## src/rtl/wb_bus_ctrl.sv

```systemverilog
// Wishbone classic single-master / N-slave interconnect with registered
// decode, unmapped-address responder, timeout watchdog and fault capture.
module wb_bus_ctrl #(
    parameter int                      NSLAVES      = 6,
    parameter int                      AW           = 32,
    parameter int                      DW           = 32,
    parameter logic [NSLAVES*AW-1:0]   MATCH_ADDR   = '0,
    parameter logic [NSLAVES*AW-1:0]   MATCH_MASK   = '0,
    parameter int                      TIMEOUT      = 15,
    parameter logic [DW-1:0]           DEFAULT_DATA = {DW{1'b1}},
    parameter bit                      ERR_ON_MISS  = 1'b0
) (
    input  logic                       clk,
    input  logic                       reset,
    input  logic [AW-1:0]              wbm_adr_i,
    input  logic [DW-1:0]              wbm_dat_i,
    output logic [DW-1:0]              wbm_dat_o,
    input  logic                       wbm_we_i,
    input  logic [DW/8-1:0]            wbm_sel_i,
    input  logic                       wbm_stb_i,
    input  logic                       wbm_cyc_i,
    output logic                       wbm_ack_o,
    output logic                       wbm_err_o,
    output logic                       wbm_rty_o,
    output logic [NSLAVES*AW-1:0]      wbs_adr_o,
    output logic [NSLAVES*DW-1:0]      wbs_dat_o,
    input  logic [NSLAVES*DW-1:0]      wbs_dat_i,
    output logic [NSLAVES-1:0]         wbs_we_o,
    output logic [NSLAVES*DW/8-1:0]    wbs_sel_o,
    output logic [NSLAVES-1:0]         wbs_stb_o,
    output logic [NSLAVES-1:0]         wbs_cyc_o,
    input  logic [NSLAVES-1:0]         wbs_ack_i,
    input  logic [NSLAVES-1:0]         wbs_err_i,
    input  logic [NSLAVES-1:0]         wbs_rty_i,
    output logic                       timeout_o,
    output logic [AW-1:0]              fault_adr_o
);

    localparam bit WD_EN = (TIMEOUT > 0);
    localparam int TW    = WD_EN ? $clog2(TIMEOUT + 1) : 1;
    localparam logic [TW-1:0] LIM = WD_EN ? TW'(TIMEOUT - 1) : '0;

    typedef enum logic {IDLE, ACTIVE} state_t;

    state_t               r_state;
    logic [NSLAVES-1:0]   r_sel;
    logic                 r_miss;
    logic [TW-1:0]        r_timer;
    logic [AW-1:0]        r_fault;

    logic [NSLAVES-1:0]   w_dec;
    logic [DW-1:0]        w_rdat;
    logic                 w_act;
    logic                 w_go;
    logic                 w_s_ack;
    logic                 w_s_err;
    logic                 w_s_rty;
    logic                 w_s_any;
    logic                 w_timeout;
    logic                 w_err;
    logic                 w_rty;
    logic                 w_ack;
    logic                 w_gate;

    // Descending scan so the lowest matching index is the one kept.
    always_comb begin
        w_dec = '0;
        for (int i = NSLAVES - 1; i >= 0; i--) begin
            if (((wbm_adr_i ^ MATCH_ADDR[i*AW +: AW])
                 & MATCH_MASK[i*AW +: AW]) == '0) begin
                w_dec    = '0;
                w_dec[i] = 1'b1;
            end
        end
    end

    always_comb begin
        w_rdat = '0;
        for (int i = 0; i < NSLAVES; i++) begin
            if (r_sel[i]) w_rdat = w_rdat | wbs_dat_i[i*DW +: DW];
        end
    end

    assign w_act   = (r_state == ACTIVE) && !reset;
    assign w_go    = w_act && wbm_cyc_i;
    assign w_s_ack = |(wbs_ack_i & r_sel);
    assign w_s_err = |(wbs_err_i & r_sel);
    assign w_s_rty = |(wbs_rty_i & r_sel);
    assign w_s_any = w_s_ack || w_s_err || w_s_rty;

    assign w_timeout = WD_EN && w_go && !r_miss && !w_s_any
                       && (r_timer == LIM);

    assign w_err = w_go && (w_s_err || (r_miss && ERR_ON_MISS) || w_timeout);
    assign w_rty = w_go && !w_err && w_s_rty;
    assign w_ack = w_go && !w_err && !w_rty
                   && (w_s_ack || (r_miss && !ERR_ON_MISS));

    assign wbm_err_o   = w_err;
    assign wbm_rty_o   = w_rty;
    assign wbm_ack_o   = w_ack;
    assign timeout_o   = w_timeout;
    assign fault_adr_o = r_fault;

    assign wbm_dat_o = !w_act ? '0 : (r_miss ? DEFAULT_DATA : w_rdat);

    assign w_gate    = w_go && !w_timeout;
    assign wbs_cyc_o = {NSLAVES{w_gate}} & r_sel;
    assign wbs_stb_o = wbs_cyc_o & {NSLAVES{wbm_stb_i}};

    assign wbs_adr_o = {NSLAVES{wbm_adr_i}};
    assign wbs_dat_o = {NSLAVES{wbm_dat_i}};
    assign wbs_we_o  = {NSLAVES{wbm_we_i}};
    assign wbs_sel_o = {NSLAVES{wbm_sel_i}};

    always_ff @(posedge clk) begin
        if (reset) begin
            r_state <= IDLE;
            r_sel   <= '0;
            r_miss  <= 1'b0;
            r_timer <= '0;
            r_fault <= '0;
        end else begin
            if (w_err) r_fault <= wbm_adr_i;
            unique case (r_state)
                IDLE: begin
                    if (wbm_cyc_i && wbm_stb_i) begin
                        r_state <= ACTIVE;
                        r_sel   <= w_dec;
                        r_miss  <= ~|w_dec;
                        r_timer <= '0;
                    end
                end
                ACTIVE: begin
                    if (!wbm_cyc_i || w_ack || w_err || w_rty) begin
                        r_state <= IDLE;
                    end else begin
                        r_timer <= r_timer + 1'b1;
                    end
                end
                default: r_state <= IDLE;
            endcase
        end
    end

endmodule

```

## config.mk

```make
export PLATFORM = sky130hd
export DESIGN_NAME = wb_bus_ctrl
export DESIGN_NICKNAME = d
export VERILOG_FILES = /design/src/rtl/wb_bus_ctrl.sv
export SDC_FILE = /design/constraint.sdc
export NUM_CORES = 1
export LEC_CHECK = 0
export ABC_AREA = 1
export CAP_MARGIN = 25
export CORE_AREA = 3 3 300 302
export DETAILED_ROUTE_END_ITERATION = 6
export DIE_AREA = 0 0 303 305
export DONT_BUFFER_PORTS = 1
export HOLD_SLACK_MARGIN = 0.08
export PLACE_DENSITY = 0.3
export SYNTH_ARGS = -nofsm -noshare
export SYNTH_HDL_FRONTEND = slang
export SYNTH_SLANG_ARGS = --single-unit
```

## constraint.sdc

```tcl
create_clock -name clk -period 1.4 [get_ports clk]
set_input_delay 0.28 -clock clk [delete_from_list [all_inputs] [get_ports clk]]
set_output_delay 0.28 -clock clk [all_outputs]
set_load 0.1 [all_outputs]
```

==> results of run 1 <==
==> power by group through the flow <==
| stage | Combinational, W | Sequential (W) | Clock [W] |
|---|---|---|---|
| 2_1_floorplan | 0.00588 | 0.00115 | 0 |
| 3_3_place_gp | 0.000401 | 0.00112 | 0 |
| 3_5_place_dp | 0.000404 | 0.00112 | 0 |
| 4_1_cts | 0.000524 | 0.00110 | 0.00178 |
| 5_1_grt | 0.000574 | 0.00110 | 0.00181 |
| 6_report | 0.000542 | 0.00110 | 0.00164 |
==> flip-flops by register name, summed over array words and instances, names as in the netlist <==
register     cells
r_state          1
r_timer          4
r_sel            1
fault_adr_o     32
==> path summary, 6_finish.rpt <==
| check | start | endpoint | slack [ps] |
|---|---|---|---|
| setup reg to reg | r_timer[0] | r_timer[3] | -380 |
| setup / recovery | r_timer[0] | wbm_rty_o | -470 |
| hold / removal | wbm_adr_i[0] | fault_adr_o[0] | 140 |
| hold reg to reg | fault_adr_o[23] | fault_adr_o[23] | 460 |
==> per-stage QoR <==
step                utilization, %  power [W]  hold WS (ps)  area, µm²  instances
floorplan                        -    0.00703           339       5400        704
global placement              5.41    0.00152           355       4750       1525
detailed placement            5.41    0.00153           357       4750       1525
CTS                           6.61    0.00341          81.3       5810       1583
global route                  6.93    0.00349          93.4       6090       1597
finish                        6.95    0.00328           140       6110       1603
==> routing by layer <==
layer  up-vias  track usage [%]  part of all wire [%]
met5         -                0                     0
met4         0             3.30                    10
met3       116             2.16                    15
met2       320             5.71                    47
met1      1062             2.73                    28
li1       1135                -                     -
==> cell families after synthesis <==
group | Yosys count | synth area share (%)
AOI/OAI and AO/OA | 8 | 0.949
xor gates and xnor gates | 2 | 0.350
adders and majority gates | 2 | 0.500
buffers and inverters | 483 | 68.6
DFF | 38 | 15.2
other | 1 | 0.0749
and+or+nand+nor | 161 | 14.4
==> cells in the final DEF, fill, tap and decap left out, types with 2 or more instances in the layout <==
| cell | instances |
|---|---|
| buf_4 | 47 |
| buf_12 | 47 |
| nand2_1 | 46 |
| inv_1 | 41 |
| nor2_4 | 35 |
| nand3_2 | 35 |
| dfxtp_1 | 34 |
| dlygate4sd3_1 | 32 |
| nand2_2 | 21 |
| diode_2 | 15 |
| buf_6 | 11 |
| conb_1 | 10 |
| clkbuf_16 | 8 |
| nand2_4 | 7 |
| buf_16 | 7 |
| nand3_4 | 5 |
| nor2_1 | 4 |
| a21oi_1 | 4 |
| inv_2 | 3 |
| nand3_1 | 3 |
| a21oi_2 | 2 |
| nand4_1 | 2 |
| dfxtp_4 | 2 |
| dfxtp_2 | 2 |
==> timing repair <==
action / CTS / global route
hold buffers: 31 / 1
buffers inserted: 13 / 6
gates resized for setup: 65 / 52
gates cloned: 7 / 2
hold endpoints to repair: 34 / 1
pin swaps: 16 / 19
endpoints found under the setup margin: 75 / 75
==> final cells by class <==
type                            count  area, µm²
Sequential cell                    38        771
Inverter                           47        195
Timing Repair Buffer              147       2000
Fill cell                       10300      81900
Antenna cell                       15       37.5
Clock inverter                      1       30.0
Tap cell                         1165       1460
Multi-Input combinational cell    183       1460
Clock buffer                        7        164
==> worst max-delay path, stage by stage (launching register included) <==
cell and delay (ps):
dfxtp_2 330, inv_2 70, ha_4 140, nand2_4 50, nor2_4 120, nand2_4 80
buf_6 150, nand3_4 60, clkinvlp_4 90, buf_12 170
==> out/metrics.cfg, run 1 <==
[status]
outcome=finished, violations left
violations=negative setup slack

[synth]
yosysUniqueCellTypes=27
synth_area_um2=5010
synth_ff_type=dfxtp_1
synth.largest_area_cell=buf_4
ys_seq_area_share_pct=15.2
synth_edf_count=0
synth_area_leaders=buf_4 (64%), dfxtp_1 (15%), nand2_1 (5.4%)
syn_avg_cell_area_um2=7.20
async_flop_share_pct=0
yosys-top-cells-count=buf_4 (424), nand2_1 (72), inv_1 (44)
synth_cells=695
yosysTopAreaCellShare_pct=63.6
ys_ff_latch=38
yosysMostFrequentCell=buf_4
ys_warn_count=0

[placed_design]
globalplace.congestion=0.589
io_buffers=0
dp_hpwl_um=11500
dp_slack_ps=-308

[timing]
setup_violations=75
max_slew_margin_pct=54.4
worst_slack_ps=-468
tightest_slew_ps=683
period_minus_slack_ps=1870
timing_hold_violations_final=0
fin_skew_ps=19.3
maxSlewViolCount=0
clock.fmax_mhz=535
finalSetupTns_ps=-25430
rsz0062_at_grt=true
finalCritPeriodShare_pct=133

[global_routing]
antenna_found_initial=16
grt.total_usage_pct=3.45
grt_pass1_vias=2868
grt_remaining_overflow=0
grt_pass1_wl_um=21500
grt_max_degree=35

[critical_path]
cp_data_required_time_ps=1120
crit_type=reg -> out
reg2reg_depth=14
arrival_ps=1590
end_kind=output port
path_max_fanout=3
startpoint_type=register

[clock_tree]
clockBufferDepth=2
clk_pin_slew_worst_paths_ps=80
cts_inserted_buffers=5
clock_sinks=38
clk-insertion-delay-late_ps=330
h-tree-depth=2
cts_tree=done
root_buffer=clkbuf_16

[route]
ant_nets=0
avgRoutedWirePerCell_um=10.4
post-route-drc-count=0
first_iter_violations=92
routed_wl_um=16600
drtPass1Iterations=4
num_vias=2633
via_per_inst=1.64

[cells_and_area]
areaGrowthSynthToFinish_pct=22.0
drive_gt1_share_pct=57.4
nNetsFinal=707

[floorplanning]
design.core.area_um2=88000
rows=109
dieArea_um2=92400
ios=777
die_h_um=305
die_w_um=303
initial_utilization_pct=5.69

[power_and_ir_drop]
seqPwrFrac_pct=33.5
sw_frac_of_total_pct=31.0
p_clk_share_pct=50.0
leakagePower_nw=2.16
p_int_w=0.00226
peakVddDrop_v=0.000588
power_density_nw_per_um2=537
combPwrFrac_pct=16.5
p_switching_w=0.00102

[min_path]
hold_path_class=in -> reg
hold_depth=2

[job]
cap_violations=0

Power figures use the tool's default switching activity.
==> inputs of run 2 (changes only) <==
--- a/config.mk
+++ b/config.mk
@@ -7,9 +7,9 @@
 export LEC_CHECK = 0
 export ABC_AREA = 1
 export CAP_MARGIN = 25
-export CORE_AREA = 3 3 300 302
+export CORE_AREA = 3 3 304 306
 export DETAILED_ROUTE_END_ITERATION = 6
-export DIE_AREA = 0 0 303 305
+export DIE_AREA = 0 0 307 309
 export DONT_BUFFER_PORTS = 1
 export HOLD_SLACK_MARGIN = 0.08
 export PLACE_DENSITY = 0.3
==> run 2 against run 1 <==
Net effect: the run still ends with negative setup slack left; cell area is 4.5% lower; first-iteration DRC count is 38% lower; total power is 13% lower; routed wire length is 4.5% lower; combinational power is 5.0% lower; die area is 2.6% higher; worst setup slack better by 20 ps; maximum frequency is 1.1% higher; sequential share of layout area is 0.60 points higher; sequential cell count stayed put; largest cell class unchanged.
==> out/metrics.cfg, run 2 (synthesis gave the netlist of run 1 again) <==
[timing]
tightest_slew_ps=689  ; +5.47 ps
rsz0062_at_grt=true
maxSlewViolCount=0  ; unchanged
max_slew_margin_pct=54.1  ; -0.36 points
timing_hold_violations_final=0  ; unchanged
fin_skew_ps=9.21  ; -10.1 ps
setup_violations=75  ; unchanged
finalSetupTns_ps=-20460  ; +4970 ps
finalCritPeriodShare_pct=132  ; -1.5 points
period_minus_slack_ps=1850  ; -20.4 ps
clock.fmax_mhz=541  ; +1.1%
worst_slack_ps=-447  ; +20.4 ps

[critical_path]
cp_cell_sequence=inv_2 > ha_4 > nand2_4 > nor2_4 > nand2_2 > buf_6 > nand3_4 > clkinvlp_4 > buf_12
cp_num_buf_inv=4  ; unchanged
path_max_fanout=3  ; unchanged
arrival_ps=1570  ; -20 ps
crit_type=reg -> out
max_stage_delay_ps=320  ; about the same
end_kind=output port
crit_family=buffers and inverters
r2r_slack_ps=-270  ; +110 ps
crit_path_start=r_timer[0]
startpoint_type=register
cp_slowest_cell=dfxtp_2
reg2reg_from=r_timer[0]
cp_data_required_time_ps=1120  ; about the same

[route]
post-route-drc-count=0  ; unchanged
drtPass1Iterations=3  ; -1
via_per_inst=1.60  ; -2.5%
first_iter_violations=57  ; -38%
routed_wl_um=15800  ; -4.5%
num_vias=2566  ; -2.5%
ant_nets=0  ; unchanged
avgRoutedWirePerCell_um=9.89  ; -4.4%

[floorplanning]
dieArea_um2=94900  ; +2.6%
initial_utilization_pct=5.57  ; -0.12 points
design.core.area_um2=89900  ; +2.2%
die_w_um=307  ; +1.3%
rows=110  ; +0.92%
die_h_um=309  ; +1.3%
ios=777  ; unchanged

[clock_tree]
cts_inserted_buffers=5  ; unchanged
clk-insertion-delay-late_ps=320  ; about the same
clock_sinks=38  ; unchanged
clk_pin_slew_worst_paths_ps=60  ; -20 ps
clockBufferDepth=2  ; unchanged
h-tree-depth=2  ; unchanged
cts_tree=done
root_buffer=clkbuf_16

[power_and_ir_drop]
power_density_nw_per_um2=490  ; -8.8%
peakVddDrop_v=0.000345  ; -41%
leakagePower_nw=2.02  ; -6.8%
total_power_w=0.00286  ; -13%

[job]
cap_violations=0  ; unchanged

[min_path]
hp-start=wbm_adr_i[30]
hold_path_class=in -> reg

[cells_and_area]
final_cells=1602  ; -0.062%
drive_gt1_share_pct=53.5  ; -4.0 points
layout_common_cells=nand2_1 (61), buf_4 (50), buf_12 (49)
areaGrowthSynthToFinish_pct=16.5
nNetsFinal=700  ; -0.99%
final_common_cell=nand2_1
largest_reg_flops=32  ; unchanged

[global_routing]
grt.total_usage_pct=2.96  ; -0.49 points
grt_pass1_vias=2653  ; -7.5%
grt_remaining_overflow=0  ; unchanged
grt_pass1_wl_um=19100  ; -11%
grt_max_degree=35  ; unchanged
antenna_found_initial=15  ; -1

[status]
outcome=finished, violations left
violations=negative setup slack

[placed_design]
globalplace.congestion=0.610  ; +3.6%
dp_hpwl_um=11300  ; -1.7%
dp_slack_ps=-264  ; +43.9 ps
placed_cells=1535  ; +0.66%
io_buffers=0  ; unchanged

run 2: routing by layer:
metal	vias to the layer above	global-route usage (%)	part of all wire [%]
met1	1025	1.95	25
met4	2	4.33	15
met3	137	2.02	14
met5	-	0	0.082
li1	1109	-	-
met2	293	4.64	46
run 2: per-stage QoR:
step | hold WS (ps) | utilization [%] | instance area [µm²]
6_report | 101 | 6.49 | 5830
5_1_grt | 122 | 6.49 | 5830
4_1_cts | 107 | 5.98 | 5370
3_5_place_dp | 350 | 5.31 | 4770
3_3_place_gp | 349 | 5.31 | 4770
2_1_floorplan | 339 | - | 5400
run 2: repair_timing:
item | in CTS | in global routing
cloned | 0 | 5
endpoints found under the hold margin | 35 | 0
buffers inserted | 6 | 6
setup endpoints to repair | 75 | 75
hold buffers | 32 | 0
pin swaps | 12 | 31
resized for setup | 23 | 61
run 2: path summary, 6_finish.rpt:
| path | to | cells after the start |
|---|---|---|
| min reg2reg | fault_adr_o[20] | 2 |
| max | wbm_rty_o | 9 |
| max reg2reg | fault_adr_o[22] | 12 |
| min | fault_adr_o[30] | 2 |
run 2: layout make-up:
| type | count | area, µm² |
|---|---|---|
| fillers | 10600 | 84000 |
| repair buffers | 140 | 1820 |
| well taps | 1176 | 1470 |
| multi-input cells | 183 | 1420 |
| flip-flops and latches | 38 | 771 |
| inverters | 47 | 190 |
| clock buffers | 6 | 129 |
| diodes | 11 | 27.5 |
| clock inverters | 1 | 6.26 |
run 2: power breakdown:
part	total (W)	internal [W]	switching, W
Sequential	0.00110	0.00109	0.00000998
Clock	0.00124	0.000656	0.000585
Combinational	0.000515	0.000155	0.000360
Total	0.00286	0.00190	0.000956
==> inputs of run 3 (changes only) <==
--- a/config.mk
+++ b/config.mk
@@ -7,9 +7,9 @@
 export LEC_CHECK = 0
 export ABC_AREA = 1
 export CAP_MARGIN = 25
-export CORE_AREA = 3 3 304 306
+export CORE_AREA = 3 3 301 303
 export DETAILED_ROUTE_END_ITERATION = 6
-export DIE_AREA = 0 0 307 309
+export DIE_AREA = 0 0 304 306
 export DONT_BUFFER_PORTS = 1
 export HOLD_SLACK_MARGIN = 0.08
 export PLACE_DENSITY = 0.3
==> run 3 against run 2 <==
Net effect: the flow still finishes with violations (negative setup slack); sequential share of layout area down 0.21 points; via count down 1.7%; sequential cell count unchanged; combinational power about the same; first-iteration DRC count up 56%; global-route usage about the same; die area down 1.9%; cell count down 0.69%; core utilization up 0.23 points; routed wire length down 9.6%.
==> out/metrics.cfg, run 3 (synthesis gave the netlist of run 1 again) <==
[status]
outcome=finished, violations left
violations=negative setup slack

[job]
cap_violations=0  ; unchanged

[min_path]
hold_path_class=in -> reg
hp-start=wbm_cyc_i

[critical_path]
cp_data_required_time_ps=1120  ; about the same
end_kind=output port
startpoint_type=register
path_max_fanout=2  ; -1
reg2reg_from=r_timer[0]
crit_type=reg -> out
arrival_ps=1590  ; +20 ps
crit_path_start=r_timer[0]

[floorplanning]
die_h_um=306  ; -0.97%
dieArea_um2=93000  ; -1.9%
die_w_um=304  ; -0.98%
design.core.area_um2=88200  ; -1.8%
initial_utilization_pct=5.67  ; +0.10 points
rows=109  ; -0.91%
ios=777  ; unchanged

[cells_and_area]
layout_common_cells=nand2_1 (60), buf_12 (47), buf_4 (44)
areaGrowthSynthToFinish_pct=18.4
multi_input_area_um2=1400  ; -1.7%
finalInstanceArea_um2=5930  ; +1.7%
final_common_cell=nand2_1
nNetsFinal=702  ; +0.29%
nFillCells=10300  ; -2.3%
seq_area_um2=771  ; unchanged
largest_reg_flops=32  ; unchanged
drive_gt1_share_pct=53.1  ; -0.38 points

[global_routing]
grt_max_degree=35  ; unchanged
grt_remaining_overflow=0  ; unchanged
grt.total_usage_pct=2.98  ; +0.019 points
grt_pass1_vias=2772  ; +4.5%
grt_pass1_wl_um=19000  ; -0.43%
antenna_found_initial=14  ; -1

[timing]
max_slew_margin_pct=50.1  ; -4.0 points
tightest_slew_ps=748  ; +59.4 ps
timing_hold_violations_final=0  ; unchanged
clock.fmax_mhz=536  ; -1.1%
maxSlewViolCount=0  ; unchanged
worst_slack_ps=-467  ; -19.8 ps
setup_violations=75  ; unchanged
period_minus_slack_ps=1870  ; +19.8 ps
rsz0062_at_grt=true
finalCritPeriodShare_pct=133  ; +1.4 points
finalSetupTns_ps=-24430  ; -3980 ps
fin_skew_ps=10.2  ; +0.966 ps

[clock_tree]
clockBufferDepth=2  ; unchanged
clk-insertion-delay-late_ps=320  ; about the same
h-tree-depth=2  ; unchanged
root_buffer=clkbuf_16
clk_pin_slew_worst_paths_ps=70  ; about the same
clock_sinks=38  ; unchanged
cts_tree=done
cts_inserted_buffers=5  ; unchanged

[route]
ant_nets=0  ; unchanged
via_per_inst=1.59  ; -1.0%
first_iter_violations=89  ; +56%
avgRoutedWirePerCell_um=9.00  ; -9.0%
drtPass1Iterations=4  ; +1
routed_wl_um=14300  ; -9.6%
post-route-drc-count=0  ; unchanged
num_vias=2523  ; -1.7%

[placed_design]
io_buffers=0  ; unchanged
place_area_um2=4760  ; -0.24%
globalplace.congestion=0.630  ; +3.3%
dp_hpwl_um=9850  ; -13%

[power_and_ir_drop]
peakVddDrop_v=0.000325  ; -5.8%
power_density_nw_per_um2=554  ; +13%
leakagePower_nw=2.06  ; +2.2%
total_power_w=0.00329  ; +15%

==> run 3: where the power goes <==
group / switching (W) / internal (W) / total (W) / leakage, nW
Combinational: 0.000359 / 0.000153 / 0.000513 / 1.66
Clock: 0.000645 / 0.00103 / 0.00167 / 0.0941
Sequential: 0.0000103 / 0.00109 / 0.00110 / 0.309
==> run 3: path summary, 6_finish.rpt <==
| check | endpoint | slack [ps] | cells past startpoint |
|---|---|---|---|
| max reg2reg | fault_adr_o[22] | -350 | 13 |
| min | r_timer[2] | 290 | 4 |
| min reg2reg | fault_adr_o[20] | 460 | 2 |
| max | wbs_stb_o[0] | -470 | 9 |
==> run 3: metrics by stage <==
step | utilization [%] | instances | worst slack [ps] | hold slack, ps
after floorplan | - | 704 | -1410 | 339
after global placement | 5.40 | 1526 | -223 | 344
after detailed placement | 5.40 | 1526 | -225 | 343
after CTS | 6.40 | 1580 | -534 | 229
after global routing | 6.72 | 1590 | -562 | 277
final | 6.72 | 1591 | -467 | 290
==> run 3: layer usage <==
layer	vias to the layer above	routed length [µm]	track usage [%]
met5	-	0	0
li1	1109	-	-
met2	266	7300	5.33
met1	1054	4060	2.27
met3	94	1610	1.49
met4	0	1350	2.98
==> run 3: critical path: stages (launching register included) <==
cell	delay (ps)
dfxtp_2	340
inv_2	50
ha_4	150
nand2_4	70
nor2_4	40
nand3_2	60
inv_2	50
nor3_4	170
and2_4	170
buf_12	160
==> run 3: repair_timing <==
action                     CTS  global route
pin swaps                   13            26
buffers inserted             8             8
hold endpoints to repair    36             0
hold buffers                33             0
setup endpoints to repair   75            75
gates cloned                 5             2
gates resized for setup     38            52
==> run 3: final cells by class <==
cell class	count	area share (%)
timing repair buffer	142	32.1
tap	1165	24.6
multi-input combinational	183	23.5
sequential	38	13.0
inverter	47	3.21
clock buffer	5	2.11
clock inverter	3	1.16
antenna	8	0.338
